===== src/rtl/dma_write_engine.sv =====
// dma_write_engine: descriptor-driven stream-to-memory write engine.
// Accepts a (dst_base, xfer_len) descriptor and a valid/ready word stream.
// Words are buffered in a small FIFO and issued as single-word writes, one
// per cycle, on the memory subsystem's mem_addr/mem_data/mem_we bus.
//
// Ports:
//   clk, reset     clock and asynchronous active-low reset
//   start          descriptor strobe, sampled in IDLE only
//   dst_base       first destination word address
//   xfer_len       number of words to transfer
//   abort          cancel the transfer in progress
//   busy           high while a transfer is in progress
//   done           one-cycle pulse after the last write completes
//   err            one-cycle pulse after a rejected descriptor
//   s_valid/s_data/s_ready   input word stream (s_ready is combinational)
//   mem_addr/mem_data/mem_we registered write request
//   mem_stall      write not taken while high; request is held stable
module dma_write_engine #(
   parameter int unsigned           DATA_WIDTH = 32,
   parameter int unsigned           ADDR_WIDTH = 16,
   parameter int unsigned           LEN_WIDTH  = 16,
   parameter int unsigned           FIFO_DEPTH = 4,
   parameter logic [ADDR_WIDTH-1:0] CTRL_BASE  = 16'hFF00
) (
   input  logic                  clk,
   input  logic                  reset,
   input  logic                  start,
   input  logic [ADDR_WIDTH-1:0] dst_base,
   input  logic [LEN_WIDTH-1:0]  xfer_len,
   input  logic                  abort,
   output logic                  busy,
   output logic                  done,
   output logic                  err,
   input  logic                  s_valid,
   input  logic [DATA_WIDTH-1:0] s_data,
   output logic                  s_ready,
   output logic [ADDR_WIDTH-1:0] mem_addr,
   output logic [DATA_WIDTH-1:0] mem_data,
   output logic                  mem_we,
   input  logic                  mem_stall
);

   localparam logic [1:0] ST_IDLE = 2'd0;
   localparam logic [1:0] ST_BUSY = 2'd1;
   localparam logic [1:0] ST_DONE = 2'd2;

   localparam int unsigned PTR_W = $clog2(FIFO_DEPTH);
   // Wide enough that base+len-1 can never wrap, so overflow shows up as >= CTRL_BASE.
   localparam int unsigned CHK_W = ((ADDR_WIDTH > LEN_WIDTH) ? ADDR_WIDTH : LEN_WIDTH) + 1;

   logic [1:0]            state;
   logic [1:0]            state_nxt;
   logic                  err_nxt;

   logic [ADDR_WIDTH-1:0] base_q;
   logic [LEN_WIDTH-1:0]  len_q;
   logic [LEN_WIDTH-1:0]  acc_cnt;
   logic [LEN_WIDTH-1:0]  wr_cnt;

   logic [DATA_WIDTH-1:0] fifo_mem [FIFO_DEPTH];
   logic [PTR_W:0]        wr_ptr;
   logic [PTR_W:0]        rd_ptr;

   logic [CHK_W-1:0]      desc_end;
   logic                  desc_ok;
   logic                  desc_accept;
   logic                  fifo_empty;
   logic                  fifo_full;
   logic                  push;
   logic                  taken;
   logic                  load;
   logic                  last_taken;
   logic                  abort_busy;

   // Descriptor check: non-zero length and last address below the control region.
   assign desc_end    = CHK_W'(dst_base) + CHK_W'(xfer_len) - CHK_W'(1);
   assign desc_ok     = (xfer_len != '0) && (desc_end < CHK_W'(CTRL_BASE));
   assign desc_accept = (state == ST_IDLE) && start && desc_ok;

   // FIFO status: pointers carry one extra wrap bit to tell full from empty.
   assign fifo_empty = (wr_ptr == rd_ptr);
   assign fifo_full  = (wr_ptr[PTR_W] != rd_ptr[PTR_W]) &&
                       (wr_ptr[PTR_W-1:0] == rd_ptr[PTR_W-1:0]);

   assign abort_busy = (state == ST_BUSY) && abort;

   // Stream handshake; never accepts beyond the descriptor length.
   assign s_ready = (state == ST_BUSY) && !fifo_full && (acc_cnt < len_q);
   assign push    = s_valid && s_ready;

   // Output register reloads when empty or when its write is taken this cycle.
   assign taken      = mem_we && !mem_stall;
   assign load       = (state == ST_BUSY) && !abort && !fifo_empty && (!mem_we || taken);
   // wr_cnt already counts the pending word, so wr_cnt == len means it is the last one.
   assign last_taken = taken && (wr_cnt == len_q);

   assign busy = (state == ST_BUSY);
   assign done = (state == ST_DONE);

   // State register.
   always_ff @(posedge clk or negedge reset) begin
      if (!reset) begin
         state <= ST_IDLE;
         err   <= 1'b0;
      end else begin
         state <= state_nxt;
         err   <= err_nxt;
      end
   end

   // Next-state and error-pulse logic.
   always_comb begin
      state_nxt = state;
      err_nxt   = 1'b0;
      case (state)
         ST_IDLE: begin
            if (start) begin
               if (desc_ok) state_nxt = ST_BUSY;
               else         err_nxt   = 1'b1;
            end
         end
         ST_BUSY: begin
            if (abort)           state_nxt = ST_IDLE;
            else if (last_taken) state_nxt = ST_DONE;
         end
         ST_DONE: state_nxt = ST_IDLE;
         default: state_nxt = ST_IDLE;
      endcase
   end

   // Descriptor latch and beat/write counters.
   always_ff @(posedge clk or negedge reset) begin
      if (!reset) begin
         base_q  <= '0;
         len_q   <= '0;
         acc_cnt <= '0;
         wr_cnt  <= '0;
      end else if (desc_accept) begin
         base_q  <= dst_base;
         len_q   <= xfer_len;
         acc_cnt <= '0;
         wr_cnt  <= '0;
      end else begin
         if (push) acc_cnt <= acc_cnt + LEN_WIDTH'(1);
         if (load) wr_cnt  <= wr_cnt + LEN_WIDTH'(1);
      end
   end

   // FIFO pointers; abort flushes the buffer.
   always_ff @(posedge clk or negedge reset) begin
      if (!reset) begin
         wr_ptr <= '0;
         rd_ptr <= '0;
      end else if (abort_busy) begin
         wr_ptr <= '0;
         rd_ptr <= '0;
      end else begin
         if (push) wr_ptr <= wr_ptr + (PTR_W+1)'(1);
         if (load) rd_ptr <= rd_ptr + (PTR_W+1)'(1);
      end
   end

   // FIFO storage holds data only; validity is tracked by the pointers.
   always_ff @(posedge clk) begin
      if (push) fifo_mem[wr_ptr[PTR_W-1:0]] <= s_data;
   end

   // Write request register; held stable while stalled.
   always_ff @(posedge clk or negedge reset) begin
      if (!reset) begin
         mem_we   <= 1'b0;
         mem_addr <= '0;
         mem_data <= '0;
      end else if (abort_busy) begin
         mem_we   <= 1'b0;
      end else if (load) begin
         mem_we   <= 1'b1;
         mem_addr <= base_q + ADDR_WIDTH'(wr_cnt);
         mem_data <= fifo_mem[rd_ptr[PTR_W-1:0]];
      end else if (taken) begin
         mem_we   <= 1'b0;
      end
   end

endmodule


===== config.mk =====
export PLATFORM = sky130hd
export DESIGN_NAME = dma_write_engine
export DESIGN_NICKNAME = d
export VERILOG_FILES = /design/src/rtl/dma_write_engine.sv
export SDC_FILE = /design/constraint.sdc
export NUM_CORES = 1
export LEC_CHECK = 0
export CAP_MARGIN = 20
export CORE_UTILIZATION = 64
export CTS_BUF_LIST = sky130_fd_sc_hd__clkbuf_2 sky130_fd_sc_hd__clkbuf_4 sky130_fd_sc_hd__clkbuf_8
export CTS_CLUSTER_SIZE = 30
export DETAILED_ROUTE_END_ITERATION = 6
export GPL_TIMING_DRIVEN = 0
export PLACE_DENSITY = 0.85
export SLEW_MARGIN = 25
export SYNTH_ARGS = -nofsm -noshare
export SYNTH_HDL_FRONTEND = slang
export SYNTH_SLANG_ARGS = --single-unit

===== constraint.sdc =====
create_clock -name clk -period 8.7 [get_ports clk]
set_input_delay 1.74 -clock clk [delete_from_list [all_inputs] [get_ports clk]]
set_output_delay 1.74 -clock clk [all_outputs]
set_load 0.02 [all_outputs]

### Word-level counts from Yosys, hierarchy flattened

Memories as Yosys holds them, arrays and structs flattened. A register that Yosys moved wholly into a read port is not among the register bits.
Cells that the tools add are included.

| word-level totals | value |
|---|---|
| memories | 1 |
| output and inout port bits | 53 |
| register bits after elaboration | 90 |
| logic and storage cells | 80 |
| bits in writable memories | 128 |

| operators by class | value |
|---|---|
| equal/unequal tests | 9 |
| reduce and logical (&&, ||, !) cells | 29 |
| bitwise logic cells | 1 |
| add/subtract/negate cells | 7 |
| magnitude comparators | 2 |
| muxes and demuxes | 21 |

Memory list:

| memory | depth | width | rd ports | clocked after memory_dff | wr ports | RTL line | source |
|---|---|---|---|---|---|---|---|
| fifo_mem | 4 | 32 | 1 | 1 | 1 | 60 | `logic [DATA_WIDTH-1:0] fifo_mem [FIFO_DEPTH];` |

Operators with widths:

| cell | number |
|---|---|
| $mux 16 | 4 |
| $add 16x1->16 const B | 2 |
| $add 16x16->17 | 1 |
| $lt 17x16->1 const B | 1 |
| $sub 17x1->17 const B | 1 |
| $add 16x16->16 | 1 |
| $eq 16x16->1 | 1 |
| $lt 16x16->1 | 1 |
| $reduce_bool 16->1 | 1 |
| $logic_and 1x1->1 | 13 |
| $mux 3 | 4 |
| $mux 1 | 8 |
| $mux 2 | 4 |
| $reduce_bool 2->1 | 4 |
| $add 3x1->3 const B | 2 |
| $logic_not 1->1 | 6 |
| $ne 2x2->1 const B | 2 |
| $pmux 2 s2 | 1 |
| $eq 3x3->1 | 1 |
| $ne 3x2->1 const B | 1 |
| $reduce_and 3->1 | 1 |
| $reduce_bool 3->1 | 1 |
| $eq 2x1->1 const B | 1 |
| $eq 2x2->1 | 1 |
| 6 further kinds | 6 |

### Depth between registers and ports, before layout

Gate-level depths: netlist (run 1).

| logic depth | value |
|---|---|
| word-level depth | 8 |
| depth in mapped cells | 17 |
| depth with buffers taken out | 13 |

### Least setup slack after synthesis (run 1)

OpenSTA, ideal clock, no wires.

| timing path | value |
|---|---|
| kind | input to register |
| start point | input xfer_len[8] |
| end point | register base_q[10] |
| path buffers | 2 |
| data required time | 8.575 ns |
| path slack | 4.143 ns |
| stages on the path | 15 |
| setup time | 0.125 ns |
| data arrival time | 4.432 ns |
| path through | inv_1 ha_1 inv_1 ha_1 a211oi_2 nor2_1 or4b_1 o2111ai_1 a21oi_1 nand4_1 o211ai_2 a211oi_2 buf_6 buf_12 mux2_4 |

| between the ends | value |
|---|---|
| longest elaborated chain between the ends | 5 |
| elaborated cells on any way between the ends | 6 |

RTL lines:

| item | RTL line | source |
|---|---|---|
| start, declared | 29 | `input logic [LEN_WIDTH-1:0] xfer_len,` |
| $add 16x16->17 | 76 | `assign desc_end = CHK_W'(dst_base) + CHK_W'(xfer_len) - CHK_W'(1);` |
| $sub 17x1->17 | 76 |  |
| $lt 17x16->1 | 77 | `assign desc_ok = (xfer_len != '0) && (desc_end < CHK_W'(CTRL_BASE));` |
| $logic_and 1x1->1 (*) | 77 |  |
| $logic_and 1x1->1 (*) | 78 | `assign desc_accept = (state == ST_IDLE) && start && desc_ok;` |
| end signal, assigned | 139 | `base_q <= dst_base;` |
| end, declared | 55 | `logic [ADDR_WIDTH-1:0] base_q;` |

Every way passes the cells marked *; elsewhere a longest branch is shown, timed or not.
A chain may end at the register's enable or synchronous reset.

### Worst setup path in the final report (run 1)

| timing path | value |
|---|---|
| start point | input xfer_len[8] |
| end point | register base_q[9] |

The elaborated chain is that of the path after synthesis.

==> impl_metrics.env, run 1 <==
export IMPL_cp_cell_sequence="clkdlybuf4s50_1 -> inv_1 -> ha_1 -> inv_1 -> ha_1 -> a211oi_2 -> nor2_1 -> or4b_1 -> o2111ai_1 -> a21oi_1 -> nand4_1 -> o21ai_1 -> a211oi_2 -> buf_6 -> buf_12 -> mux2_4"
export IMPL_initial_utilization=0.662
export IMPL_grt_max_degree=63
export IMPL_yosysTopAreaCellShare=0.318
export IMPL_cap_violations=0
export IMPL_avgRoutedWirePerCell_um=20.8
export IMPL_drive_gt1_frac=0.169
export IMPL_track_usage=0.304
export IMPL_ys_types=66
export IMPL_synth_area_leader_cell="edfxtp_1"
export IMPL_core_area_sq_um=18300
export IMPL_critPathKind="input pin to flop"
export IMPL_dp_hpwl_mm=19.5
export IMPL_final_cells=1341
export IMPL_top_level_ports=123
export IMPL_hold_class="flop to flop"
export IMPL_fmax_mhz=197
export IMPL_crit_required_ns=9.12
export IMPL_syn_nets=1051
export IMPL_dp_cells=1270
export IMPL_combinationalPowerShare=0.356
export IMPL_path_clk_slew_ns=0.06
export IMPL_vias_per_cell=5.92
export IMPL_via_count=7941
export IMPL_grt_pass1_wl_mm=44.5
export IMPL_most_common_layout_cells="128 x edfxtp_1, 122 x dfrtp_1, 121 x clkdlybuf4s50_1"
export IMPL_drt_pass1_iterations=5
export IMPL_slew_headroom=0.395
export IMPL_cts_tree="done"
export IMPL_die_area_sq_um=19500
export IMPL_end_kind="flop"
export IMPL_power_density_nw_per_um2=291
export IMPL_tightestPinTransition_ns=0.908
export IMPL_hold_violations=0
export IMPL_clk_latency_ns=0.56
export IMPL_ys_async_sr_fraction=0.488
export IMPL_synth_avg_cell_area_sq_um=13.2
export IMPL_ir_drop_v=0.000252
export IMPL_synth_enable_flop_cells=128
export IMPL_clkPwrFrac=0.242
export IMPL_grt_pass1_vias=8445
export IMPL_synth_seq_cells=250
export IMPL_ant_nets=0
export IMPL_slowest_stage="clkdlybuf4s50_1"
export IMPL_power_switching_mw=1.42
export IMPL_antenna_found_initial=0
export IMPL_finClkSkew_ns=0.0242
export IMPL_final_util=0.797
export IMPL_yosys_warnings=0
export IMPL_overflow=0
export IMPL_syn_inst=914
export IMPL_htreeDepth=2
export IMPL_leakagePower_nw=6.04
export IMPL_crit_family="buffers and inverters"
export IMPL_final_common_cell="edfxtp_1"
export IMPL_numPortBuffers=122
export IMPL_grt_setup_unrepaired="no"
export IMPL_finalSetupViolations=0
export IMPL_start_kind="input pin"
export IMPL_ys_flop_type="edfxtp_1"
export IMPL_cts_setup_buffers=0
export IMPL_path_max_fanout=10
export IMPL_drc_errors=0
export IMPL_finalCritPeriodShare=0.584
export IMPL_postCtsResizedCells=0
export IMPL_seqPwrFrac=0.402
export IMPL_slowest_delay_ns=0.49
export IMPL_drtIter0Drc=446
export IMPL_critPathBufInv=5
export IMPL_sw_frac_of_total=0.335
export IMPL_n_antenna_cell=0
export IMPL_root_buffer="clkbuf_8"
export IMPL_cts_hold_buf=0
export IMPL_cp_arrival_ns=5.50
export IMPL_num_rows=49
export IMPL_seq_area_frac_synth=0.570
export IMPL_power_internal_mw=2.82
export IMPL_gp_congestion=0.949
export IMPL_status="complete, no violations"
export IMPL_clockBufferDepth=3
export IMPL_synth_cell_area_sq_um=12100
export IMPL_final_max_slew_viol_count=0
export IMPL_fin_nets=1220
export IMPL_area_delta_synth_final_pct=20.3
export IMPL_cts_sinks=250
export IMPL_die_h_um=140
export IMPL_drt_wl_total_mm=28.0
export IMPL_die_w_um=140
export IMPL_tns_ns=0
export IMPL_cts_buffers=40
export IMPL_ys_top_cells_by_area="edfxtp_1 32%, dfrtp_1 25%, ha_1 6.8%"
export IMPL_post_route_min_period_ns=5.08
-- synth_stat cells, drive strengths merged (15+ instances only) --
library cell / number
edfxtp: 128
o21ai: 31
inv: 89
ha: 66
a21oi: 25
buf: 16
mux2i: 18
mux4: 32
xor2: 36
nand2: 46
xnor2: 29
nand4: 19
nand3: 15
mux2: 47
nor2: 55
dfrtp: 122
-- per-stage QoR --
stage / hold WS (ns) / area, sq um / setup WS, ns / total power, mW
after detailed placement: 0.473 / 13700 / 3.13 / 3.20
after global routing: 0.509 / 14600 / 3.44 / 4.44
after floorplan: 0.487 / 12100 / 4.14 / 2.62
after global placement: 0.461 / 13600 / 0.844 / 3.12
after CTS: 0.486 / 14600 / 3.68 / 4.26
final: 0.481 / 14600 / 3.62 / 4.23
-- layer usage --
metal / vias to the layer above / wire (um) / track usage
met3: 73 / 1710 / 0.0602
met4: 0 / 1080 / 0.157
met5: - / 0 / 0.0100
met2: 287 / 14300 / 0.531
li1: 3661 / - / -
met1: 3920 / 10900 / 0.356
-- sequential cells by signal, summed over array words and instances (netlist names), 2 cells and up --
signal    cells
wr_cnt       16
fifo_mem    128
len_q        16
mem_data     32
acc_cnt      16
rd_ptr        3
wr_ptr        3
base_q       16
state         2
mem_addr     16
-- final cells by class --
class                      count  area (sq um)
sequential                   250          6900
multi-input combinational    545          4690
fill                        1031          3710
timing repair buffer         127          1350
clock buffer                  62           759
inverter                      89           334
tap                          229           287
buffer                        30           186
clock inverter                 9          60.1
-- cell families (layout without fill, tap and decap cells) --
| logic type | count (synthesis) | count (layout) | share of synthesized area |
|---|---|---|---|
| xor+xnor | 65 | 65 | 0.0470 |
| fa+ha+maj | 67 | 67 | 0.0699 |
| compound gates | 109 | 109 | 0.0625 |
| buf+inv | 119 | 317 | 0.0430 |
| mux | 97 | 97 | 0.121 |
| flops | 250 | 250 | 0.570 |
| simple gates | 207 | 207 | 0.0867 |
-- worst min-delay path, stage by stage (launching register included) --
cell,delay (ns)
dfrtp_1,0.34
nand2_1,0.04
o21ai_0,0.06
-- power by group through the flow --
stage | Sequential, mW | Combinational, mW | Clock (mW)
final | 1.70 | 1.51 | 1.03
after global routing | 1.73 | 1.62 | 1.09
after CTS | 1.70 | 1.52 | 1.04
after detailed placement | 1.71 | 1.49 | 0
after global placement | 1.70 | 1.42 | 0
after floorplan | 1.81 | 0.815 | 0
-- final timing paths --
path / start / end / slack, ns / cells past startpoint
worst max-delay path: xfer_len[8] / base_q[9]$_DFFE_PN0P_ / 3.62 / 16
max in group asynchronous: reset / mem_data[19]$_DFFE_PN0P_ / 6.89 / 2
worst max register to register: len_q[14]$_DFFE_PN0P_ / fifo_mem[3][22]$_DFFE_PP_ / 5.32 / 10
worst min register to register: mem_addr[7]$_DFFE_PN0P_ / mem_addr[7]$_DFFE_PN0P_ / 0.48 / 2
worst min-delay path: mem_addr[7]$_DFFE_PN0P_ / mem_addr[7]$_DFFE_PN0P_ / 0.48 / 2
min in group asynchronous: reset / mem_addr[6]$_DFFE_PN0P_ / 1.11 / 1
(Power assumes the default switching activity.)
==> run 2, diff against run 1 <==
--- a/config.mk
+++ b/config.mk
@@ -6,12 +6,12 @@
 export NUM_CORES = 1
 export LEC_CHECK = 0
 export CAP_MARGIN = 20
-export CORE_UTILIZATION = 64
+export CORE_UTILIZATION = 59
 export CTS_BUF_LIST = sky130_fd_sc_hd__clkbuf_2 sky130_fd_sc_hd__clkbuf_4 sky130_fd_sc_hd__clkbuf_8
 export CTS_CLUSTER_SIZE = 30
 export DETAILED_ROUTE_END_ITERATION = 6
 export GPL_TIMING_DRIVEN = 0
-export PLACE_DENSITY = 0.85
+export PLACE_DENSITY = 0.79
 export SLEW_MARGIN = 25
 export SYNTH_ARGS = -nofsm -noshare
 export SYNTH_HDL_FRONTEND = slang
==> constraint.sdc (replaced) <==
create_clock -name clk -period 4.7 [get_ports clk]
set_input_delay 0.94 -clock clk [delete_from_list [all_inputs] [get_ports clk]]
set_output_delay 0.94 -clock clk [all_outputs]
set_load 0.02 [all_outputs]
==> run 2 against run 1 <==
  * Die area up 8.4%
  * Clock skew grew 0.00082 ns
  * Combinational power increased by 83%
  * Sequential power grew 85%
  * Register-to-register slack got worse by 4.0 ns
  * Via count down 2.3%
  * Non-clock buffer count did not move
  * First-iteration DRC count is 11% lower
  * Setup slack lost 3.1 ns
  * Largest cell class unchanged
  * Highest routed layer unchanged
==> impl_metrics.env, run 2 (synthesis results as in run 1) <==
export IMPL_post_route_min_period_ns=4.21
export IMPL_cts_buffers=42
export IMPL_slowest_delay_ns=0.50
export IMPL_finalSetupViolations=0
export IMPL_pre_cts_slack_ns=-0.0593
export IMPL_critPathKind="input pin to flop"
export IMPL_layout_setup_ws_ns=0.486
export IMPL_power_density_nw_per_um2=538
export IMPL_die_h_um=145
export IMPL_hold_class="input pin to asynchronous set/reset pin"
export IMPL_root_buffer="clkbuf_8"
export IMPL_cts_sinks=250
export IMPL_cts_hold_buf=0
export IMPL_cap_violations=0
export IMPL_end_kind="flop"
export IMPL_seqPwrFrac=0.396
export IMPL_sw_frac_of_total=0.327
export IMPL_area_delta_synth_final_pct=21.6
export IMPL_grt_setup_unrepaired="no"
export IMPL_ff2ff_path_depth=10
export IMPL_core_area_sq_um=20200
export IMPL_clkPwrFrac=0.256
export IMPL_grt_max_degree=73
export IMPL_num_rows=52
export IMPL_overflow=0
export IMPL_cts_tree="done"
export IMPL_clk_latency_ns=0.56
export IMPL_dp_hpwl_mm=18.9
export IMPL_drtIter0Drc=398
export IMPL_tightestPinTransition_ns=0.908
export IMPL_finClkSkew_ns=0.0250
export IMPL_totalPowerFinal_mw=7.92
export IMPL_combinationalPowerShare=0.348
export IMPL_crit_required_ns=5.13
export IMPL_cts_setup_buffers=0
export IMPL_largest_reg_flops=128
export IMPL_most_common_layout_cells="128 x edfxtp_1, 122 x dfrtp_1, 121 x clkdlybuf4s50_1"
export IMPL_clockBufferDepth=3
export IMPL_numPortBuffers=122
export IMPL_postCtsResizedCells=0
export IMPL_drc_errors=0
export IMPL_die_w_um=145
export IMPL_ir_drop_v=0.000438
export IMPL_fmax_mhz=237
export IMPL_track_usage=0.262
export IMPL_via_count=7759
export IMPL_final_max_slew_viol_count=0
export IMPL_cp_arrival_ns=4.64
export IMPL_status="complete, no violations"
export IMPL_slew_headroom=0.395
export IMPL_fill_cells=1346
export IMPL_drt_wl_total_mm=26.4
export IMPL_drt_pass1_iterations=5
export IMPL_n_antenna_cell=0
export IMPL_antenna_found_initial=0
export IMPL_avgRoutedWirePerCell_um=19.0
export IMPL_die_area_sq_um=21100
export IMPL_cp_cell_sequence="clkdlybuf4s50_1 -> inv_1 -> ha_1 -> inv_1 -> ha_1 -> a211oi_2 -> nor2_1 -> or4b_1 -> o2111ai_1 -> a21oi_1 -> nand4_1 -> o21ai_1 -> a211oi_2 -> buf_6 -> buf_12 -> mux2_4"
export IMPL_gp_congestion=0.948
export IMPL_vias_per_cell=5.59
export IMPL_ant_nets=0
export IMPL_grt_pass1_wl_mm=42.5
export IMPL_grt_pass1_vias=8035
export IMPL_path_clk_slew_ns=0.06
export IMPL_slowest_stage="clkdlybuf4s50_1"
export IMPL_path_max_fanout=10
export IMPL_final_common_cell="edfxtp_1"
export IMPL_initial_utilization=0.600
export IMPL_finalCritPeriodShare=0.897
export IMPL_drive_gt1_frac=0.173
export IMPL_power_internal_mw=5.33
export IMPL_leakagePower_nw=6.09
export IMPL_power_switching_mw=2.59
export IMPL_htreeDepth=2
export IMPL_fin_nets=1222
export IMPL_hold_violations=0
export IMPL_start_kind="input pin"
export IMPL_top_level_ports=123
-- run 2: cell count changes in the layout (fill, tap and decap cells not counted), sizes merged --
cell,previous run,this run
clkinv,8,11
clkbuf,76,79
bufinv,0,1
inv,90,89
-- run 2: area by class of cell --
class / count / area, sq um / area share
inverters: 89 / 334 / 0.0227
repair buffers: 127 / 1360 / 0.0927
flip-flops and latches: 250 / 6900 / 0.469
plain buffers: 30 / 186 / 0.0127
clock buffers: 65 / 801 / 0.0544
clock inverters: 12 / 104 / 0.00706
multi-input cells: 545 / 4690 / 0.319
well taps: 270 / 338 / 0.0230
-- run 2: worst paths after layout --
kind / to / start / slack, ns
hold reg to reg: mem_addr[6]$_DFFE_PN0P_ / mem_addr[6]$_DFFE_PN0P_ / 0.48
setup reg to reg: fifo_mem[3][5]$_DFFE_PP_ / len_q[14]$_DFFE_PN0P_ / 1.37
max in group asynchronous: wr_ptr[2]$_DFFE_PN0P_ / reset / 3.70
hold / removal: mem_addr[4]$_DFFE_PN0P_ / reset / 0.28
setup / recovery: base_q[12]$_DFFE_PN0P_ / xfer_len[8] / 0.49
min in group clk: mem_addr[6]$_DFFE_PN0P_ / mem_addr[6]$_DFFE_PN0P_ / 0.48
-- run 2: worst max-delay path, delay by kind of cell --
kind / cells / cell delay [ns]
fa+ha+maj: 2 / 0.69
simple gates: 3 / 0.78
mux: 1 / 0.31
buf+inv: 5 / 1.02
compound gates: 5 / 0.90
-- run 2: power groups by stage --
stage | clock network, mW | registers [mW] | logic, mW
after floorplan | 0 | 3.35 | 1.51
after global placement | 0 | 3.16 | 2.64
after detailed placement | 0 | 3.17 | 2.76
after CTS | 2.06 | 3.14 | 2.79
after global routing | 2.16 | 3.19 | 2.98
final | 2.03 | 3.14 | 2.76
-- run 2: metrics by stage --
| step | cells | utilization | hold WS (ns) | area, sq um | TNS, ns |
|---|---|---|---|---|---|
| after global routing | 1388 | 0.730 | 0.307 | 14700 | 0 |
| after global placement | 1306 | 0.677 | 0.463 | 13700 | -295.17 |
| after floorplan | 914 | - | 0.487 | 12100 | 0 |
| final | 1388 | 0.730 | 0.283 | 14700 | 0 |
| after CTS | 1388 | 0.730 | 0.283 | 14700 | 0 |
| after detailed placement | 1311 | 0.685 | 0.467 | 13800 | -0.638 |
-- run 2: metal layers --
| metal | routed length, um | GRT usage | vias to the layer above |
|---|---|---|---|
| li1 | - | - | 3681 |
| met1 | 10900 | 0.322 | 3795 |
| met2 | 13300 | 0.448 | 220 |
| met3 | 1330 | 0.0516 | 63 |
| met4 | 895 | 0.117 | 0 |
| met5 | 0 | 0 | - |
==> run 3, diff against run 2 <==
--- a/config.mk
+++ b/config.mk
@@ -6,12 +6,14 @@
 export NUM_CORES = 1
 export LEC_CHECK = 0
 export CAP_MARGIN = 20
-export CORE_UTILIZATION = 59
+export CORE_UTILIZATION = 65
 export CTS_BUF_LIST = sky130_fd_sc_hd__clkbuf_2 sky130_fd_sc_hd__clkbuf_4 sky130_fd_sc_hd__clkbuf_8
 export CTS_CLUSTER_SIZE = 30
 export DETAILED_ROUTE_END_ITERATION = 6
+export DONT_BUFFER_PORTS = 1
+export GPL_ROUTABILITY_DRIVEN = 0
 export GPL_TIMING_DRIVEN = 0
-export PLACE_DENSITY = 0.79
+export PLACE_DENSITY = 0.78
 export SLEW_MARGIN = 25
 export SYNTH_ARGS = -nofsm -noshare
 export SYNTH_HDL_FRONTEND = slang
==> run 3 against run 2 <==
  * The run now ends with design-rule violations left
  * Final cell count down 12%
  * Clock-buffer cell count down 7
  * Sequential share of layout area is 5.1 points higher
  * Clock skew up 0.0022 ns
  * Highest routed layer unchanged
  * Power fell by 9.2%
  * Core utilization is 0.48 points higher
  * First-iteration DRC count grew 34%
  * Fmax up 15%
  * Die area shrank 9.1%
==> impl_metrics.env, run 3 (synthesis results as in run 1) <==
export IMPL_slowest_delay_ns=0.39
export IMPL_via_count=7449
export IMPL_cp_cell_sequence="inv_1 -> ha_1 -> inv_1 -> ha_1 -> a21oi_1 -> o21ai_2 -> a2111oi_2 -> o21ai_1 -> xor2_1 -> nand4_1 -> o21ai_1 -> a211oi_2 -> buf_6 -> buf_12 -> mux2_4"
export IMPL_finClkSkew_ns=0.0272
export IMPL_core_area_sq_um=18100
export IMPL_layout_setup_ws_ns=1.05
export IMPL_drtIter0Drc=533
export IMPL_hold_class="input pin to asynchronous set/reset pin"
export IMPL_cts_hold_buf=0
export IMPL_num_rows=49
export IMPL_ant_nets=0
export IMPL_fin_worst_hold_slack_ns=0.0911
export IMPL_path_clk_slew_ns=0.06
export IMPL_cap_violations=0
export IMPL_clk_latency_ns=0.55
export IMPL_postCtsResizedCells=0
export IMPL_cts_setup_buffers=0
export IMPL_final_common_cell="edfxtp_1"
export IMPL_root_buffer="clkbuf_8"
export IMPL_totalPowerFinal_mw=7.19
export IMPL_slew_headroom=0.425
export IMPL_drc_errors=14
export IMPL_cts_tree="done"
export IMPL_vias_per_cell=6.10
export IMPL_top_level_ports=123
export IMPL_hold_violations=0
export IMPL_cp_arrival_ns=4.07
export IMPL_drive_gt1_frac=0.189
export IMPL_tightestPinTransition_ns=0.863
export IMPL_slowest_stage="ha_1"
export IMPL_antenna_found_initial=0
export IMPL_grt_pass1_wl_mm=40.6
export IMPL_critPathKind="input pin to flop"
export IMPL_numPortBuffers=0
export IMPL_grt_setup_unrepaired="no"
export IMPL_die_w_um=138
export IMPL_clockBufferDepth=3
export IMPL_n_antenna_cell=0
export IMPL_track_usage=0.274
export IMPL_dp_hpwl_mm=18.3
export IMPL_avgRoutedWirePerCell_um=20.7
export IMPL_htreeDepth=2
export IMPL_post_route_min_period_ns=3.65
export IMPL_initial_utilization=0.669
export IMPL_cts_buffers=41
export IMPL_final_max_slew_viol_count=0
export IMPL_end_kind="flop"
export IMPL_tns_ns=0
export IMPL_largest_reg_flops=128
export IMPL_die_h_um=138
export IMPL_fmax_mhz=274
export IMPL_violations="design-rule violations"
export IMPL_power_density_nw_per_um2=541
export IMPL_grt_pass1_vias=7935
export IMPL_fin_nets=1098
export IMPL_crit_required_ns=5.11
export IMPL_drt_wl_total_mm=25.3
export IMPL_cts_sinks=250
export IMPL_path_max_fanout=10
export IMPL_overflow=0
export IMPL_leakagePower_nw=5.55
export IMPL_die_area_sq_um=19200
export IMPL_grt_max_degree=123
export IMPL_drt_pass1_iterations=7
export IMPL_ir_drop_v=0.000410
export IMPL_finalSetupViolations=0
export IMPL_start_kind="input pin"
export IMPL_finalCritPeriodShare=0.777
export IMPL_most_common_layout_cells="128 x edfxtp_1, 122 x dfrtp_1, 89 x inv_1"
export IMPL_area_delta_synth_final_pct=9.74
export IMPL_pre_cts_slack_ns=0.562
export IMPL_status="finished with violations"
## run 3: cell types whose count changed in the layout (fill, tap and decap cells not counted), sizes merged
cell and change:
buf -3, bufinv -1, clkbuf -6, clkdlybuf4s50 -121
clkinv +4, clkinvlp +1
## run 3: per-layer routing
metal | track usage | share of wire | up-vias
li1 | - | - | 3415
met2 | 0.486 | 0.52 | 277
met4 | 0.103 | 0.029 | 0
met3 | 0.0745 | 0.072 | 66
met5 | 0 | 0 | -
met1 | 0.318 | 0.38 | 3691
## run 3: worst max-delay path, delay by kind of cell
family,cells,cell delay [ns]
buf+inv,4,0.51
simple gates,1,0.12
compound gates,6,1.36
mux,1,0.30
fa+ha+maj,2,0.68
xor+xnor,1,0.15
## run 3: final timing paths
kind | from | end | slack [ns] | cells past startpoint
max reg2reg | len_q[14]$_DFFE_PN0P_ | fifo_mem[3][26]$_DFFE_PP_ | 1.45 | 10
min in group clk | s_data[5] | fifo_mem[3][5]$_DFFE_PP_ | 0.48 | 0
max in group asynchronous | reset | state[0]$_DFFE_PN0P_ | 4.39 | 0
min | reset | mem_data[11]$_DFFE_PN0P_ | 0.09 | 0
min reg2reg | base_q[2]$_DFFE_PN0P_ | base_q[2]$_DFFE_PN0P_ | 0.52 | 1
max | xfer_len[8] | base_q[7]$_DFFE_PN0P_ | 1.05 | 15
## run 3: final cells by class
type                            count  area (sq um)
Sequential cell                   250          6900
Fill cell                        1148          4800
Multi-Input combinational cell    545          4690
Clock buffer                       58           711
Inverter                           89           334
Tap cell                          229           287
Buffer                             30           188
Clock inverter                     16          87.6
Timing Repair Buffer                4          87.6
## run 3: metrics by stage
step,cells,cell area [sq um],util
final,1221,13300,0.734
after global placement,1143,12400,0.685
after CTS,1221,13300,0.734
after detailed placement,1147,12500,0.690
after global routing,1221,13300,0.734
after floorplan,914,12100,-
## run 3: where the power goes
part | internal, mW | leakage, nW | switching [mW]
registers | 2.83 | 2.69 | 0.615
clock network | 0.982 | 0.431 | 0.840
logic | 0.937 | 2.42 | 0.983
